File: src/rtl/coherence_bus_ctrl_pkg.sv
// Shared types for the two-CPU snooping MSI coherence bus: bus operations,
// cache block states, bus FSM states and the request-to-operation helper.
package common;

    typedef enum logic [1:0] {
        BUS_RD,
        BUS_RDX,
        BUS_INV
    } bus_op_t;

    typedef enum logic [1:0] {
        ST_INVALID  = 2'b00,
        ST_SHARED   = 2'b01,
        ST_MODIFIED = 2'b10
    } blk_state_t;

    typedef enum logic [1:0] {
        BS_IDLE,
        BS_SNOOP,
        BS_RESOLVE,
        BS_GRANT
    } bus_state_t;

    // An upgrade/invalidate request outranks a write miss, which outranks a read miss.
    function automatic bus_op_t op_from_req(input logic inv, input logic wm);
        if (inv) return BUS_INV;
        if (wm)  return BUS_RDX;
        return BUS_RD;
    endfunction

endpackage

File: src/rtl/coherence_bus_ctrl_arb.sv
// Two-requester round-robin picker. A lone requester always wins; on a tie
// the CPU that did not own the bus last time wins.
module rr_arb2 (
    input  logic [1:0] req_i,
    input  logic       last_owner_i,
    output logic       owner_o,
    output logic       valid_o
);

    // Pick the winner from the current requests and the previous owner.
    always_comb begin
        valid_o = |req_i;
        if (req_i == 2'b11) owner_o = ~last_owner_i;
        else                owner_o = req_i[1];
    end

endmodule

File: src/rtl/coherence_bus_ctrl.sv
// Bus-side responder for the two-CPU MSI snooping interface. Picks one
// requester, snoops the other CPU for SNOOP_LAT cycles, resolves the data
// source and any invalidate, then grants the bus until the request drops.
module coherence_bus_ctrl
    import common::*;
#(
    parameter int SNOOP_LAT = 2,
    parameter int ADDR_W    = 11
) (
    input  logic              clk,
    input  logic              rst_n,
    input  logic [1:0]        read_miss,
    input  logic [1:0]        write_miss,
    input  logic [1:0]        invalidate,
    input  logic [1:0]        block_state0,
    input  logic [1:0]        block_state1,
    input  logic [1:0]        cpu_search_found,
    input  logic [ADDR_W-1:0] BICO0,
    input  logic [ADDR_W-1:0] BICO1,
    output logic [1:0]        cpu_search,
    output logic [ADDR_W-1:0] BOCI0,
    output logic [ADDR_W-1:0] BOCI1,
    output logic [1:0]        grant,
    output logic [1:0]        cpu_datasel,
    output logic [1:0]        invalidate_from_other_cpu,
    output logic              busy
);

    localparam logic [2:0] SNOOP_LAT_C = 3'(SNOOP_LAT);

    bus_state_t        state_q, state_d;
    bus_op_t           op_q, op_d;
    logic              owner_q, owner_d;
    logic              last_owner_q, last_owner_d;
    logic [ADDR_W-1:0] addr_q, addr_d;
    logic [2:0]        cnt_q, cnt_d;
    logic              found_q, found_d;
    logic              mod_q, mod_d;
    logic [1:0]        datasel_q, datasel_d;

    logic [1:0] req;
    logic       other;
    logic       req_owner;
    logic       snoop_found;
    logic [1:0] snoop_state;
    logic       arb_owner;
    logic       arb_valid;

    assign req         = read_miss | write_miss | invalidate;
    assign other       = ~owner_q;
    assign req_owner   = req[owner_q];
    assign snoop_found = cpu_search_found[other];
    assign snoop_state = other ? block_state1 : block_state0;

    rr_arb2 u_arb (
        .req_i        (req),
        .last_owner_i (last_owner_q),
        .owner_o      (arb_owner),
        .valid_o      (arb_valid)
    );

    // Next-state logic for the arbitration / snoop / resolve / grant sequence.
    always_comb begin
        // NOTE: every variable gets a default first so no path leaves it unassigned (no latches).
        state_d      = state_q;
        op_d         = op_q;
        owner_d      = owner_q;
        last_owner_d = last_owner_q;
        addr_d       = addr_q;
        cnt_d        = cnt_q;
        found_d      = found_q;
        mod_d        = mod_q;
        datasel_d    = datasel_q;

        case (state_q)
            BS_IDLE: begin
                if (arb_valid) begin
                    owner_d = arb_owner;
                    op_d    = op_from_req(invalidate[arb_owner], write_miss[arb_owner]);
                    addr_d  = arb_owner ? BICO1 : BICO0;
                    found_d = 1'b0;
                    mod_d   = 1'b0;
                    cnt_d   = 3'd1;
                    state_d = BS_SNOOP;
                end
            end
            BS_SNOOP: begin
                found_d = found_q | snoop_found;
                mod_d   = mod_q | (snoop_found & (snoop_state == ST_MODIFIED));
                if (!req_owner)                state_d = BS_IDLE;
                else if (cnt_q == SNOOP_LAT_C) state_d = BS_RESOLVE;
                else                           cnt_d   = cnt_q + 3'd1;
            end
            BS_RESOLVE: begin
                datasel_d          = 2'b00;
                datasel_d[owner_q] = mod_q & (op_q != BUS_INV);
                state_d            = BS_GRANT;
            end
            BS_GRANT: begin
                if (!req_owner) begin
                    datasel_d    = 2'b00;
                    last_owner_d = owner_q;
                    state_d      = BS_IDLE;
                end
            end
            default: state_d = BS_IDLE;
        endcase
    end

    // State registers; last_owner resets to CPU1 so CPU0 wins the first tie.
    always_ff @(posedge clk or negedge rst_n) begin
        if (!rst_n) begin
            state_q      <= BS_IDLE;
            op_q         <= BUS_RD;
            owner_q      <= 1'b0;
            last_owner_q <= 1'b1;
            addr_q       <= '0;
            cnt_q        <= 3'd0;
            found_q      <= 1'b0;
            mod_q        <= 1'b0;
            datasel_q    <= 2'b00;
        end else begin
            // NOTE: sequential state uses non-blocking assignments so all registers update together.
            state_q      <= state_d;
            op_q         <= op_d;
            owner_q      <= owner_d;
            last_owner_q <= last_owner_d;
            addr_q       <= addr_d;
            cnt_q        <= cnt_d;
            found_q      <= found_d;
            mod_q        <= mod_d;
            datasel_q    <= datasel_d;
        end
    end

    // Outputs decoded purely from registered state, never from live inputs.
    always_comb begin
        cpu_search                = 2'b00;
        grant                     = 2'b00;
        invalidate_from_other_cpu = 2'b00;
        BOCI0                     = '0;
        BOCI1                     = '0;
        case (state_q)
            BS_SNOOP: begin
                cpu_search[other] = 1'b1;
                if (other) BOCI1 = addr_q;
                else       BOCI0 = addr_q;
            end
            BS_RESOLVE: begin
                invalidate_from_other_cpu[other] = found_q & (op_q != BUS_RD);
            end
            BS_GRANT: begin
                grant[owner_q] = 1'b1;
                if (owner_q) BOCI1 = addr_q;
                else         BOCI0 = addr_q;
            end
            default: ;
        endcase
    end

    assign cpu_datasel = datasel_q;
    assign busy        = (state_q != BS_IDLE);

endmodule

File: config.mk
export PLATFORM = sky130hd
export DESIGN_NAME = coherence_bus_ctrl
export DESIGN_NICKNAME = d
export VERILOG_FILES = /design/src/rtl/coherence_bus_ctrl_pkg.sv /design/src/rtl/coherence_bus_ctrl_arb.sv /design/src/rtl/coherence_bus_ctrl.sv
export SDC_FILE = /design/constraint.sdc
export NUM_CORES = 1
export LEC_CHECK = 0
export ABC_AREA = 1
export CORE_ASPECT_RATIO = 0.7
export CORE_MARGIN = 1
export CORE_UTILIZATION = 43
export CTS_CLUSTER_SIZE = 10
export DETAILED_ROUTE_END_ITERATION = 6
export GPL_TIMING_DRIVEN = 1
export PLACE_DENSITY = 0.84
export SLEW_MARGIN = 20
export SYNTH_ARGS = -nofsm -noshare
export SYNTH_HDL_FRONTEND = slang
export SYNTH_SLANG_ARGS = --single-unit
File: constraint.sdc
create_clock -name clk -period 1.9 [get_ports clk]
set_input_delay 0.57 -clock clk [delete_from_list [all_inputs] [get_ports clk]]
set_output_delay 0.57 -clock clk [all_outputs]
set_load 0.01 [all_outputs]
# Yosys cells after proc, flatten, opt, wreduce, memory -nomap -nowiden
# Cells that the tools add are included.
[word_totals] ff_bits=24 in_bits=36 output_inout_bits=31
[classes] add_sub_neg=1 n_lt_le_gt_ge=5 n_eq_ne=12 muxes=46 bitwise=12 reduce_logical=14
[ops] op="11-bit case mux with 2 select lines" n=2
[ops] op="11-bit two-way mux" n=3
[ops] op="2-bit two-way mux" n=12
[ops] op="1-bit two-way mux" n=19
[ops] op="2-bit inequality test, second input constant" n=5
[ops] op="3-bit two-way mux" n=3
[ops] op="2-bit == test, second input constant" n=4
[ops] op="2-bit case mux with 4 select lines" n=1
[ops] op="2-bit AND reduction" n=4
[ops] op="2-bit nonzero test" n=4
[ops] op="1-bit by 2-bit < comparator with 1-bit output, second input constant" n=3
[ops] op="3-bit case mux with 2 select lines" n=1
[ops] op="2-bit AND" n=2
[ops] op="2-bit bitwise OR" n=2
[ops] op="1-bit case mux with 2 select lines" n=2
[ops] op="2-bit case mux with 2 select lines" n=1
[ops] op="4-bit AND reduction" n=1
[ops] op="3-bit by 1-bit adder with 3-bit output, second input constant" n=1
[ops] op="1-bit AND" n=3
[ops] op="3-bit by 2-bit == test with 1-bit output, second input constant" n=1
[ops] op="3-bit inequality test, second input constant" n=1
[ops] op="1-bit inverter" n=3
[ops] op="3-bit AND reduction" n=1
[ops] op="1-bit demux with 1-bit select" n=2
[ops] op="other kinds (6)" n=9

# Longest topological paths before layout
[logic_depth] word_depth=14 depth_mapped=9

# Hierarchy
# From an unflattened synthesis, not the netlist that was laid out.
[hier_totals] hier_cells=208 hier_area_um2=1565.3
[by_module_without_submodules] module="coherence_bus_ctrl" n_inst=1 cells_each=205 area_each_um2=1550.2
[by_module_without_submodules] module="rr_arb2" n_inst=1 cells_each=3 area_each_um2=15.0

# Worst setup path before layout
# Ideal clock, no wire load.
[synth_timing] path_kind="reg2out" start="reg with a tool-made name" end="out BOCI0[0]" arrival_time_ps=1128 required_ps=1330 path_slack_ps=202 path_stages_with_launch=8 n_path_buf=2 path_cell_list="dfrtp_1 buf_6 nor2_8 nand2_2 o21ai_2 inv_2 buf_6 nor3_2"
[synth_rtl] element="end: declaration" line_no="coherence_bus_ctrl.sv:21" source="output logic [ADDR_W-1:0] BOCI0,"

==> metrics.txt <==
crit end category=output pin; final std cells w/o fill=about 350; Hold/Removal Path Class=reg2reg; max_slew headroom=0.6597; die area=between 4000 and 5000 sq um; row count=18; skew final=roughly 0.0025 ns; CP Max Fanout=5; first-pass detailed-route iteration total=4; dpl hpwl=3737 microns; H-tree Lvls=1; gate count of the mapped netlist=about 210; violated checks=negative setup slack; Remaining Overflow, GRT=0; met3 Use GR=0.05254; Seq/Total Area, Yosys=0.3633; drt total wl=roughly 5000 microns; post-synthesis register bit count=24; Core ar.=between 3000 and 4000 sq um; TritonCTS Buffers=3; Clock Sinks=24; setup ws final=-0.1421 ns; post-route ant nets=0; Leak Pwr=approximately 1.2 nW; RSZ-0062 raised after global routing=yes; crit share post-route=1.075; syn_area_per_cell=7.741 sq um; final hold vios=0; VDD IR max=769.9 uV; setup TNS=-2.323 ns; Die Ht=between 50 and 60 microns; CP required=1.33 ns; CTS tree=yes; # hold bufs at CTS=0; RePlAce Congestion=0.8229; Synth Net Count=~250; Routed WL per cell=around 15 microns; Vias=1,810; number of synthesis warnings=0; Synth cell types=29; GRT met2 Usage=0.4000; CTS root buf=clkbuf_8; I/O Buffers=66; PwrDens=between 1500 and 2000 nW/um^2; top_reg_cell synth=dfrtp_1; first-pass GRT wire length=between 7000 and 8000 microns; CTS clk-pin slew, worst paths=roughly 0.09 ns; Slew Viols, Final=0; initial antenna violation count=0; worst slack, placed=-0.3729 ns; met1 Use GR=0.3507; worst skew pair latency=0.27 ns; # diodes=0; Max Freq=about 490 MHz; Slew @ Worst Pin=between 0.5 and 0.6 ns; Vias/cell=roughly 5.2; Post-synth EDFFs=0; clock buffer depth=2; largest net degree at the start of global routing=25; I/O pin total=67; Inst Count DP=339; initial cell density of the core=0.4597; DRC Markers=0; layout cells sized above 1=0.3378; mapped cell area=~1700 sq um; Worst setup SP type=flip-flop; Initial DRC Count=between 100 and 150; status=finished with violations; Nets=335; total power=around 4.1 mW; most common library cell in the layout ignoring fill and taps=nand2_1; Critical Setup Path Class=reg2out; Async SR Flop Fraction=1.000; max cap viols=0; Finish-stage setup viols=22; vias in the first global route=around 1,600; Global Route Usage Sum=0.2492; Layout area overhead=49.24%; most frequent cells in the layout=nand2_1 (44), clkdlybuf4s50_1 (37), inv_1 (24), nand3_1 (24), nor3_2 (23); min Tclk post-route=2.042 ns; critical path arrival=approximately 1.5 ns; Die X=around 76 microns; gr busiest metal=met2; reg-to-reg slack, setup=between 0.15 and 0.2 ns
-- metal layers --
metal,up-vias,part of all wire,wire [microns]
met4,0,0.012,61
li1,868,-,-
met3,10,0.075,377
met5,-,0,0
met1,844,0.44,2217
met2,88,0.47,2374
-- kinds of logic (layout without fill, tap and decap cells) --
group | Yosys count | in the layout | synth area share
AOI/OAI and AO/OA | 25 | 25 | 0.09517
xor gates and xnor gates | 1 | 1 | 0.005288
adders and majority gates | 2 | 2 | 0.01510
buffers and inverters | 40 | 121 | 0.1186
DFF | 24 | 24 | 0.3633
and+or+nand+nor | 122 | 123 | 0.4026
-- report_power, final --
part           switching (mW)  internal [mW]  total [mW]
clock                   0.170          0.282       0.452
combinational            1.62           1.04        2.66
sequential              0.222          0.768       0.990
-- worst max-delay path: stages, from the launching register on --
cell and delay [ns]:
dfrtp_2 0.46, nor2_8 0.15, nand2_4 0.06, o21ai_4 0.09, clkinv_2 0.15, nor3_2 0.13
clkbuf_2 0.16
-- final timing paths --
kind	startpoint	endpoint	depth (start not counted)
hold reg to reg	cpu_datasel[1]	cpu_datasel[1]	2
min in group asynchronous	rst_n	addr_q[2]	2
max in group asynchronous	rst_n	last_owner_q	2
hold / removal	cpu_datasel[1]	cpu_datasel[1]	2
setup reg to reg	state_q[0]	addr_q[4]	8
setup / recovery	flip-flop	BOCI0[2]	6
-- layout make-up --
| type | instances | area (sq um) |
|---|---|---|
| Clock buffer | 3 | 41.29 |
| Clock inverter | 1 | 30.03 |
| Fill cell | 311 | 1131 |
| Inverter | 29 | 118.9 |
| Multi-Input combinational cell | 151 | 913.4 |
| Sequential cell | 24 | 605.6 |
| Tap cell | 50 | 62.56 |
| Timing Repair Buffer | 87 | 695.7 |
| Timing Repair inverter | 1 | 5.005 |
-- repair_timing --
item / 4_1_cts / 5_1_grt
endpoints found under the hold margin: 0 / 0
gates resized for setup: 96 / 30
pin swaps: 1 / 2
setup endpoints to repair: 29 / 37
buffers inserted: 0 / 2
cloned: 0 / 2
-- Yosys cell counts, types with 2 or more instances --
library cell   n  share of area
inv_2          4         0.0091
a31oi_1       11          0.042
buf_6          5          0.034
a21boi_0       2         0.0091
nor3_2        20           0.12
buf_2          5          0.015
a21oi_1        2         0.0060
ha_1           2          0.015
nor3_1         4          0.012
nand2_2        4          0.015
dfrtp_1       23           0.35
o21ai_0        4          0.012
nor2_1        16          0.036
nand4_1        5          0.019
inv_1         24          0.054
nand3_1       24          0.073
nand2_1       46           0.10
o21ai_2        2          0.011
-- sequential cells by signal, indices dropped and copies added (netlist names), 2 cells and up, named ones only --
name / flops
addr_q: 11
op_q: 2
cpu_datasel: 2
cnt_q: 3
-- per-stage QoR --
step	utilization	hold WS, ns	area [sq um]
final	0.6861	0.5060	2472
after global routing	0.6861	0.5388	2472
after CTS	0.6844	0.5119	2466
after detailed placement	0.6819	0.4917	2457
after global placement	0.6819	0.4827	2457
after floorplan	-	0.2744	1657
Power figures use the tool's default switching activity.
